File: config.mk
export PLATFORM = sky130hd
export DESIGN_NAME = hazard3_pmp_seq_flat
export DESIGN_NICKNAME = d
export VERILOG_FILES = /design/src/rtl/hazard3_pmp_seq_if.sv /design/src/rtl/hazard3_pmp_seq.sv /design/src/flat_wrapper.sv
export SDC_FILE = /design/constraint.sdc
export NUM_CORES = 2
export LEC_CHECK = 0
export ABC_AREA = 1
export BUFFER_PORTS_ARGS = -buffer_cell sky130_fd_sc_hd__buf_2
export CAP_MARGIN = 40
export CORE_UTILIZATION = 40
export DETAILED_ROUTE_END_ITERATION = 6
export PLACE_DENSITY = 0.53
export SYNTH_ARGS = -nofsm -noshare
export SYNTH_HDL_FRONTEND = slang
export SYNTH_SLANG_ARGS = --single-unit
File: constraint.sdc
create_clock -name clk -period 5.8 [get_ports clk]
set_clock_uncertainty 0.1 [all_clocks]
set_input_delay 0.87 -clock clk [delete_from_list [all_inputs] [get_ports clk]]
set_output_delay 0.87 -clock clk [all_outputs]
set_load 0.02 [all_outputs]
File: src/rtl/hazard3_pmp_seq_if.sv
// hazard3_pmp_seq_if
// Bundles the CSR config port, the access-query request channel and the
// result channel of the sequential PMP checker.
//   cfg_addr/cfg_wen/cfg_wdata -> CSR write port, cfg_rdata <- CSR read data
//   req_valid/req_addr/req_m_mode/req_type -> query, req_ready <- accepted
//   resp_valid/resp_kill/resp_match/resp_region <- result, resp_ready -> consumed
// The master modport is the requester/CSR side, the slave modport is the checker.
interface hazard3_pmp_seq_if #(
    parameter int W_ADDR = 32
);
    logic [11:0]       cfg_addr;
    logic              cfg_wen;
    logic [31:0]       cfg_wdata;
    logic [31:0]       cfg_rdata;

    logic              req_valid;
    logic              req_ready;
    logic [W_ADDR-1:0] req_addr;
    logic              req_m_mode;
    logic [1:0]        req_type;

    logic              resp_valid;
    logic              resp_ready;
    logic              resp_kill;
    logic              resp_match;
    logic [5:0]        resp_region;

    modport master (
        output cfg_addr, cfg_wen, cfg_wdata,
        input  cfg_rdata,
        output req_valid, req_addr, req_m_mode, req_type,
        input  req_ready,
        input  resp_valid, resp_kill, resp_match, resp_region,
        output resp_ready
    );

    modport slave (
        input  cfg_addr, cfg_wen, cfg_wdata,
        output cfg_rdata,
        input  req_valid, req_addr, req_m_mode, req_type,
        output req_ready,
        output resp_valid, resp_kill, resp_match, resp_region,
        input  resp_ready
    );
endinterface

File: src/rtl/hazard3_pmp_seq.sv
// hazard3_pmp_seq
// Sequential physical memory protection checker. Holds the pmpcfg/pmpaddr
// CSR state and answers one access query at a time, scanning LANES regions
// per cycle (IDLE -> SCAN -> RESP).
// Ports:
//   clk  - single clock
//   rst  - synchronous active-high reset (FSM and CSR state)
//   bus  - hazard3_pmp_seq_if.slave: CSR port, query request, query result
module hazard3_pmp_seq #(
    parameter int PMP_REGIONS = 16,
    parameter int LANES       = 4,
    parameter int W_ADDR      = 32
) (
    input  logic               clk,
    input  logic               rst,
    hazard3_pmp_seq_if.slave   bus
);
    localparam int W_PA    = W_ADDR - 2;
    localparam int N_BATCH = PMP_REGIONS / LANES;
    localparam int W_BATCH = (N_BATCH > 1) ? $clog2(N_BATCH) : 1;

    localparam logic [1:0] A_OFF   = 2'b00;
    localparam logic [1:0] A_TOR   = 2'b01;
    localparam logic [1:0] A_NA4   = 2'b10;
    localparam logic [1:0] A_NAPOT = 2'b11;

    typedef enum logic [1:0] {S_IDLE, S_SCAN, S_RESP} state_t;

    state_t                 state, state_next;
    logic [W_BATCH-1:0]     batch, batch_next;

    logic [PMP_REGIONS-1:0] cfg_l, cfg_x, cfg_w, cfg_r;
    logic [1:0]             cfg_a   [PMP_REGIONS];
    logic [W_PA-1:0]        pmpaddr [PMP_REGIONS];
    logic [W_PA-1:0]        tor_lo  [PMP_REGIONS];
    logic [PMP_REGIONS-1:0] addr_locked;

    logic [W_ADDR-1:0]      q_addr;
    logic                   q_m_mode;
    logic [1:0]             q_type;

    logic                   kill_q, match_q, kill_next, match_next;
    logic [5:0]             region_q, region_next;

    logic                   is_cfg, is_addr, restart;
    logic [5:0]             addr_idx;

    logic [1:0]             lane_a  [LANES];
    logic [W_PA-1:0]        lane_hi [LANES];
    logic [W_PA-1:0]        lane_lo [LANES];
    logic [LANES-1:0]       lane_l, lane_r, lane_w, lane_x, lane_hit;

    logic                   any_hit, hit_kill;
    logic [5:0]             hit_region;

    // CSR address decode; writes anywhere in the PMP window restart a scan,
    // whether or not a lock ends up blocking them.
    assign is_cfg   = (bus.cfg_addr[11:4] == 8'h3a);
    assign is_addr  = (bus.cfg_addr >= 12'h3b0) && (bus.cfg_addr <= 12'h3ef);
    assign addr_idx = 6'(bus.cfg_addr - 12'h3b0);
    assign restart  = bus.cfg_wen && (is_cfg || is_addr);

    // pmpaddr[i] is frozen by its own lock, and also by a locked TOR region
    // i+1 that uses it as its lower bound. TOR region 0 has a lower bound of 0.
    for (genvar g = 0; g < PMP_REGIONS; g++) begin : g_region
        if (g + 1 < PMP_REGIONS) begin : g_mid
            assign addr_locked[g] = cfg_l[g] | (cfg_l[g+1] & (cfg_a[g+1] == A_TOR));
        end else begin : g_last
            assign addr_locked[g] = cfg_l[g];
        end
        if (g == 0) begin : g_first
            assign tor_lo[g] = '0;
        end else begin : g_rest
            assign tor_lo[g] = pmpaddr[g-1];
        end
    end

    // CSR read mux; unimplemented regions read as zero, bits 6:5 always zero.
    always_comb begin
        bus.cfg_rdata = '0;
        for (int i = 0; i < PMP_REGIONS; i++) begin
            if (is_cfg && bus.cfg_addr[3:0] == 4'(i / 4)) begin
                bus.cfg_rdata[8*(i%4) +: 8] = {cfg_l[i], 2'b00, cfg_a[i], cfg_x[i], cfg_w[i], cfg_r[i]};
            end
            if (is_addr && addr_idx == 6'(i)) begin
                bus.cfg_rdata = 32'(pmpaddr[i]);
            end
        end
    end

    // CSR state; locks are sticky until reset.
    always_ff @(posedge clk) begin
        if (rst) begin
            cfg_l <= '0;
            cfg_x <= '0;
            cfg_w <= '0;
            cfg_r <= '0;
            for (int i = 0; i < PMP_REGIONS; i++) begin
                cfg_a[i]   <= A_OFF;
                pmpaddr[i] <= '0;
            end
        end else if (bus.cfg_wen) begin
            for (int i = 0; i < PMP_REGIONS; i++) begin
                if (is_cfg && bus.cfg_addr[3:0] == 4'(i / 4) && !cfg_l[i]) begin
                    cfg_l[i] <= bus.cfg_wdata[8*(i%4) + 7];
                    cfg_a[i] <= bus.cfg_wdata[8*(i%4) + 3 +: 2];
                    cfg_x[i] <= bus.cfg_wdata[8*(i%4) + 2];
                    cfg_w[i] <= bus.cfg_wdata[8*(i%4) + 1];
                    cfg_r[i] <= bus.cfg_wdata[8*(i%4)];
                end
                if (is_addr && addr_idx == 6'(i) && !addr_locked[i]) begin
                    pmpaddr[i] <= W_PA'(bus.cfg_wdata);
                end
            end
        end
    end

    // Steer the current batch's region operands onto the LANES comparators.
    always_comb begin
        lane_l = '0;
        lane_r = '0;
        lane_w = '0;
        lane_x = '0;
        for (int l = 0; l < LANES; l++) begin
            lane_a[l]  = A_OFF;
            lane_hi[l] = '0;
            lane_lo[l] = '0;
        end
        for (int b = 0; b < N_BATCH; b++) begin
            if (batch == W_BATCH'(b)) begin
                for (int l = 0; l < LANES; l++) begin
                    lane_a[l]  = cfg_a[b*LANES + l];
                    lane_hi[l] = pmpaddr[b*LANES + l];
                    lane_lo[l] = tor_lo[b*LANES + l];
                    lane_l[l]  = cfg_l[b*LANES + l];
                    lane_r[l]  = cfg_r[b*LANES + l];
                    lane_w[l]  = cfg_w[b*LANES + l];
                    lane_x[l]  = cfg_x[b*LANES + l];
                end
            end
        end
    end

    // Per-lane address match. NAPOT masks off the trailing ones of pmpaddr
    // plus the lowest zero: hi ^ (hi + 1) marks exactly those bits.
    always_comb begin
        lane_hit = '0;
        for (int l = 0; l < LANES; l++) begin
            case (lane_a[l])
                A_NA4:   lane_hit[l] = (q_addr[W_ADDR-1:2] == lane_hi[l]);
                A_NAPOT: lane_hit[l] = ((q_addr[W_ADDR-1:2] ^ lane_hi[l])
                                        & ~(lane_hi[l] ^ (lane_hi[l] + W_PA'(1)))) == '0;
                A_TOR:   lane_hit[l] = ({lane_lo[l], 2'b00} <= q_addr) && (q_addr < {lane_hi[l], 2'b00});
                default: lane_hit[l] = 1'b0;
            endcase
        end
    end

    // Lowest hitting lane wins; scanning downward lets the lowest overwrite.
    always_comb begin
        any_hit    = 1'b0;
        hit_kill   = 1'b0;
        hit_region = '0;
        for (int l = LANES - 1; l >= 0; l--) begin
            if (lane_hit[l]) begin
                any_hit    = 1'b1;
                hit_region = 6'(int'(batch) * LANES + l);
                case (q_type)
                    2'd1:    hit_kill = (!q_m_mode || lane_l[l]) && !lane_w[l];
                    2'd2:    hit_kill = (!q_m_mode || lane_l[l]) && !lane_x[l];
                    default: hit_kill = (!q_m_mode || lane_l[l]) && !lane_r[l];
                endcase
            end
        end
    end

    // FSM next-state and result capture. A PMP CSR write during SCAN beats
    // any hit found in the same cycle, since that hit used stale config.
    always_comb begin
        state_next  = state;
        batch_next  = batch;
        kill_next   = kill_q;
        match_next  = match_q;
        region_next = region_q;
        case (state)
            S_IDLE: begin
                if (bus.req_valid) begin
                    state_next = S_SCAN;
                    batch_next = '0;
                end
            end
            S_SCAN: begin
                if (restart) begin
                    batch_next = '0;
                end else if (any_hit) begin
                    state_next  = S_RESP;
                    kill_next   = hit_kill;
                    match_next  = 1'b1;
                    region_next = hit_region;
                end else if (batch == W_BATCH'(N_BATCH - 1)) begin
                    state_next  = S_RESP;
                    kill_next   = !q_m_mode;
                    match_next  = 1'b0;
                    region_next = '0;
                end else begin
                    batch_next = batch + W_BATCH'(1);
                end
            end
            S_RESP: begin
                if (bus.resp_ready) begin
                    state_next = S_IDLE;
                end
            end
            default: state_next = S_IDLE;
        endcase
    end

    // State, batch, latched query and registered result.
    always_ff @(posedge clk) begin
        if (rst) begin
            state    <= S_IDLE;
            batch    <= '0;
            q_addr   <= '0;
            q_m_mode <= 1'b0;
            q_type   <= 2'd0;
            kill_q   <= 1'b0;
            match_q  <= 1'b0;
            region_q <= '0;
        end else begin
            state    <= state_next;
            batch    <= batch_next;
            kill_q   <= kill_next;
            match_q  <= match_next;
            region_q <= region_next;
            if (state == S_IDLE && bus.req_valid) begin
                q_addr   <= bus.req_addr;
                q_m_mode <= bus.req_m_mode;
                q_type   <= bus.req_type;
            end
        end
    end

    assign bus.req_ready   = (state == S_IDLE) && !rst;
    assign bus.resp_valid  = (state == S_RESP);
    assign bus.resp_kill   = kill_q;
    assign bus.resp_match  = match_q;
    assign bus.resp_region = region_q;
endmodule

File: src/flat_wrapper.sv
// flat-port wrapper written by rule: the top's interface ports become plain ports
module hazard3_pmp_seq_flat 
#(
    parameter int PMP_REGIONS = 16,
    parameter int LANES       = 4,
    parameter int W_ADDR      = 32
)
  (clk, rst, bus_cfg_addr, bus_cfg_wen, bus_cfg_wdata, bus_cfg_rdata, bus_req_valid, bus_req_addr, bus_req_m_mode, bus_req_type, bus_req_ready, bus_resp_valid, bus_resp_kill, bus_resp_match, bus_resp_region, bus_resp_ready);
  hazard3_pmp_seq_if #(.W_ADDR(W_ADDR)) bus_i ();
  input  logic clk;
  input  logic rst;
  input wire logic [$bits(bus_i.cfg_addr)-1:0] bus_cfg_addr;
  input wire logic [$bits(bus_i.cfg_wen)-1:0] bus_cfg_wen;
  input wire logic [$bits(bus_i.cfg_wdata)-1:0] bus_cfg_wdata;
  output wire logic [$bits(bus_i.cfg_rdata)-1:0] bus_cfg_rdata;
  input wire logic [$bits(bus_i.req_valid)-1:0] bus_req_valid;
  input wire logic [$bits(bus_i.req_addr)-1:0] bus_req_addr;
  input wire logic [$bits(bus_i.req_m_mode)-1:0] bus_req_m_mode;
  input wire logic [$bits(bus_i.req_type)-1:0] bus_req_type;
  output wire logic [$bits(bus_i.req_ready)-1:0] bus_req_ready;
  output wire logic [$bits(bus_i.resp_valid)-1:0] bus_resp_valid;
  output wire logic [$bits(bus_i.resp_kill)-1:0] bus_resp_kill;
  output wire logic [$bits(bus_i.resp_match)-1:0] bus_resp_match;
  output wire logic [$bits(bus_i.resp_region)-1:0] bus_resp_region;
  input wire logic [$bits(bus_i.resp_ready)-1:0] bus_resp_ready;
  assign bus_i.cfg_addr = bus_cfg_addr;
  assign bus_i.cfg_wen = bus_cfg_wen;
  assign bus_i.cfg_wdata = bus_cfg_wdata;
  assign bus_cfg_rdata = bus_i.cfg_rdata;
  assign bus_i.req_valid = bus_req_valid;
  assign bus_i.req_addr = bus_req_addr;
  assign bus_i.req_m_mode = bus_req_m_mode;
  assign bus_i.req_type = bus_req_type;
  assign bus_req_ready = bus_i.req_ready;
  assign bus_resp_valid = bus_i.resp_valid;
  assign bus_resp_kill = bus_i.resp_kill;
  assign bus_resp_match = bus_i.resp_match;
  assign bus_resp_region = bus_i.resp_region;
  assign bus_i.resp_ready = bus_resp_ready;
  hazard3_pmp_seq #(.PMP_REGIONS(PMP_REGIONS), .LANES(LANES), .W_ADDR(W_ADDR)) u_core (.clk(clk), .rst(rst), .bus(bus_i));
endmodule
==> results by group <==
STA
  • Total negative slack: 0 ns
  • Setup ws final: about 0.19 ns
  • Slew headroom: 0.322
  • Worst Tran Pin Value: ~1 ns
  • Finish-stage setup viols: 0
  • Tmin final: roughly 5.6 ns
  • RSZ-0062 raised after global routing: false
  • Fin Hold WS: about 0.36 ns
  • Maximum clock rate: approximately 0.18 GHz
  • Final Hold Viols: 0
  • Fin crit share: 0.967
  • Slew Viols, Final: 0

Clock network
  • Skew-Pair Late Insertion Delay: between 0.6 and 0.7 ns
  • TritonCTS Buffers: between 70 and 80
  • H-tree Lvls: 3
  • Hold Buf Count CTS: 0
  • Clk pin slew, worst setup/hold paths: roughly 0.060 ns
  • Clk sinks: 621
  • CTS tree: done
  • CTS max path bufs: 3
  • CTS Root Buffer Type: clkbuf_16

Finish
  • P&R area growth vs syn: 15.8%
  • Filler cell count: between 10000 and 15000
  • Design Area, Final: 47800 sq um
  • Final #Nets: 6094
  • Multi-input logic area: between 20000 and 25000 sq um
  • Seq. cell area: around 18000 sq um
  • Share of layout cells above drive strength 1: 0.106
  • Final std cells w/o fill: between 7000 and 8000

Placed design
  • HPWL after DPL: around 180000 um
  • # placed instances: roughly 7000
  • Placement-stage cell area: roughly 45000 sq um
  • GPL Wtd Cong: roughly 1.1
  • PortBufs: around 120
  • Pre-CTS worst setup slack: around 0.31 ns

Floorplan
  • Chip width: around 320 um
  • Die area: about 100000 sq um
  • Die height: roughly 320 um
  • Starting Density: 0.405
  • IO Pins: 126
  • Core area: ~100000 sq um
  • Site Rows: roughly 120

Outcome
  • Status: finished clean

Logic synthesis
  • Synth Area in Compound Gates: 0.138
  • Area contributors post-synth: edfxtp_1 37%, nand2_1 12%, nor2_1 10%, ha_1 7.8%, a21oi_1 5.5%
  • Most frequent cell after synthesis: nand2_1
  • Multiplexer share of the synthesized area: 0
  • Seq/Total Area, Yosys: 0.425
  • Commonest cells post-synth: 1361 x nand2_1, 1096 x nor2_1, 572 x inv_1, 512 x edfxtp_1, 455 x a21oi_1
  • Number of synthesized flops with an enable pin: roughly 500
  • Mapped Cells: 5537
  • Avg Inst Size Synth: roughly 7.5 sq um
  • Warnings from Yosys: 0
  • Synth Area in XOR/XNOR: 0.000212
  • Yosys top cell by area: edfxtp_1
  • Flip-flop and latch count after synthesis: just over 600
  • Main combinational cell family by area after synthesis: simple AND/OR/NAND/NOR gates
  • Cell area after synthesis: between 40000 and 50000 sq um
  • Post-synthesis simple-gate area fraction: 0.279
  • Post-Synth Adder-Cell Area: 0.0776
  • Ys async rst share: 0
  • Netlist cell types: 61
  • Share of the synthesized area in the top cell type: 0.372
  • Main flop type after synthesis: edfxtp_1

GRT
  • GRT Resource Usage Total: 0.412
  • First-pass GRT wire length: between 200000 and 300000 um
  • Largest net degree at the start of global routing: slightly above 70
  • Initial antenna violation count: 5
  • Vias in the first global route: 37600
  • Aggregate global routing overflow: 0

Critical path
  • Startpoint types: flop
  • Slowest stage cell, crit path: ha_1
  • Kind of critical path: flop to flop
  • Arrival time worst endpoint: about 6 ns
  • CP required: between 6 and 7 ns
  • Crit-path max cell delay: a little over 0.7 ns
  • R2R setup slack: ~0.19 ns
  • CP most frequent cell: nand2_1
  • Crit. End Element: flop
  • Crit Path Max Fanout: 11

Drt
  • DR DRC count: 0
  • Via density: roughly 6
  • Post-Route WL: between 200000 and 250000 um
  • DR WL/cell: around 30 um
  • Initial drt markers: 6326
  • Drt pass-1 iters: 6
  • Final ANT Viol Nets: 0
  • Total number of vias: roughly 42000

Pwr
  • PD cells: 490 nW/um^2
  • Peak VDD IR: approximately 0.00032 V
  • Leakage: about 21 nW

Run
  • Maxcap violations: 0

Worst hold path
  • Worst Hold Class: primary input to flop
sequential cells by signal, summed over array words and instances, names as in the netlist, 2 cells and up:
signal                  flops
u_core.cfg_l               16
u_core.state                2
u_core.q_addr              32
u_core.q_type               2
u_core.cfg_x               16
u_core.cfg_r               16
u_core.bus.resp_region      4
u_core.cfg_a               32
u_core.cfg_w               16
u_core.pmpaddr            480
u_core.batch                2
routing by layer:
| metal | global-route usage | vias to the layer above | wire length (um) | share of wire |
|---|---|---|---|---|
| li1 | - | 18800 | - | - |
| met1 | 0.568 | 20100 | 88900 | 0.41 |
| met2 | 0.601 | 2711 | 90900 | 0.42 |
| met3 | 0.115 | 348 | 28000 | 0.13 |
| met4 | 0.176 | 6 | 10900 | 0.050 |
| met5 | 0 | - | 45 | 0.00021 |
critical path: cells and delay by family (launching register included):
family / cells / cell delay, ns
adder cells (fa/ha/maj): 2 / 1.04
AND/OR/NAND/NOR: 17 / 2.58
flip-flops: 1 / 0.38
buffers and inverters: 5 / 0.48
AO/OA/AOI/OAI: 3 / 0.89
kinds of logic (layout without fill, tap and decap cells):
kind of cell,count (synthesis),count (layout)
other,1,6
AOI/OAI and AO/OA,979,979
adders and majority gates,256,256
DFF,621,621
buffers and inverters,826,1105
xor gates and xnor gates,1,1
and+or+nand+nor,2853,2853
timing repair:
| item | in CTS | in global routing |
|---|---|---|
| hold endpoints to repair | 0 | 0 |
| gates resized for setup | 0 | 2 |
| setup buffers | 0 | 0 |
| setup endpoints to repair | 0 | 2 |
report_power, final:
| part | internal, mW | switching (mW) | leakage [nW] |
|---|---|---|---|
| clock network | 3.01 | 2.19 | 1.30 |
| registers | 5.12 | 0.320 | 6.04 |
| logic | 3.71 | 9.07 | 13.2 |
| total | 11.8 | 11.6 | 20.6 |
per-stage QoR:
stage | power (mW) | utilization
after floorplan | 12.2 | -
after global placement | 17.7 | 0.439
after detailed placement | 17.8 | 0.442
after CTS | 22.9 | 0.468
after global routing | 24.4 | 0.468
final | 23.4 | 0.468
layout make-up:
type                       count  area share
multi-input combinational   4092       0.434
inverter                     589      0.0465
sequential                   621       0.367
clock buffer                  97      0.0434
clock inverter                46      0.0121
antenna                        3    0.000157
tap                         1368      0.0358
timing repair buffer         373      0.0604
path summary, 6_finish.rpt:
| kind | to | from | cells after the start |
|---|---|---|---|
| min reg2reg | u_core.bus.resp_region[3]$_SDFFE_PP0P_ | u_core.bus.resp_region[3]$_SDFFE_PP0P_ | 2 |
| max | u_core.batch[1]$_SDFFE_PP0P_ | u_core.batch[1]$_SDFFE_PP0P_ | 27 |
| max reg2reg | u_core.batch[1]$_SDFFE_PP0P_ | u_core.batch[1]$_SDFFE_PP0P_ | 27 |
| min | u_core.q_addr[0]$_SDFFE_PP0P_ | bus_req_addr[0] | 3 |
cells in the final DEF (no fill, tap or decap), types with 12 or more instances in the layout:
cell,synthesis,final
buf_12,0,25
o2111ai_1,26,22
nand3_1,205,203
edfxtp_1,512,512
nand2_2,2,12
or2_2,20,20
nand2_1,1361,1351
clkinv_2,0,19
a221oi_1,53,53
o22ai_1,44,44
clkinv_1,12,21
nor3_1,33,33
a21oi_1,455,454
nor2_2,25,30
buf_2,44,123
o221ai_1,21,21
nor4_1,24,14
dfxtp_1,109,109
a22oi_1,27,27
clkbuf_16,0,77
o21bai_1,39,39
ha_1,256,253
buf_4,13,221
nand4_1,56,56
o211ai_1,26,26
nor2_1,1096,1090
o21ai_0,228,223
inv_1,572,570
clkbuf_1,149,13
Power figures use the tool's default switching activity.
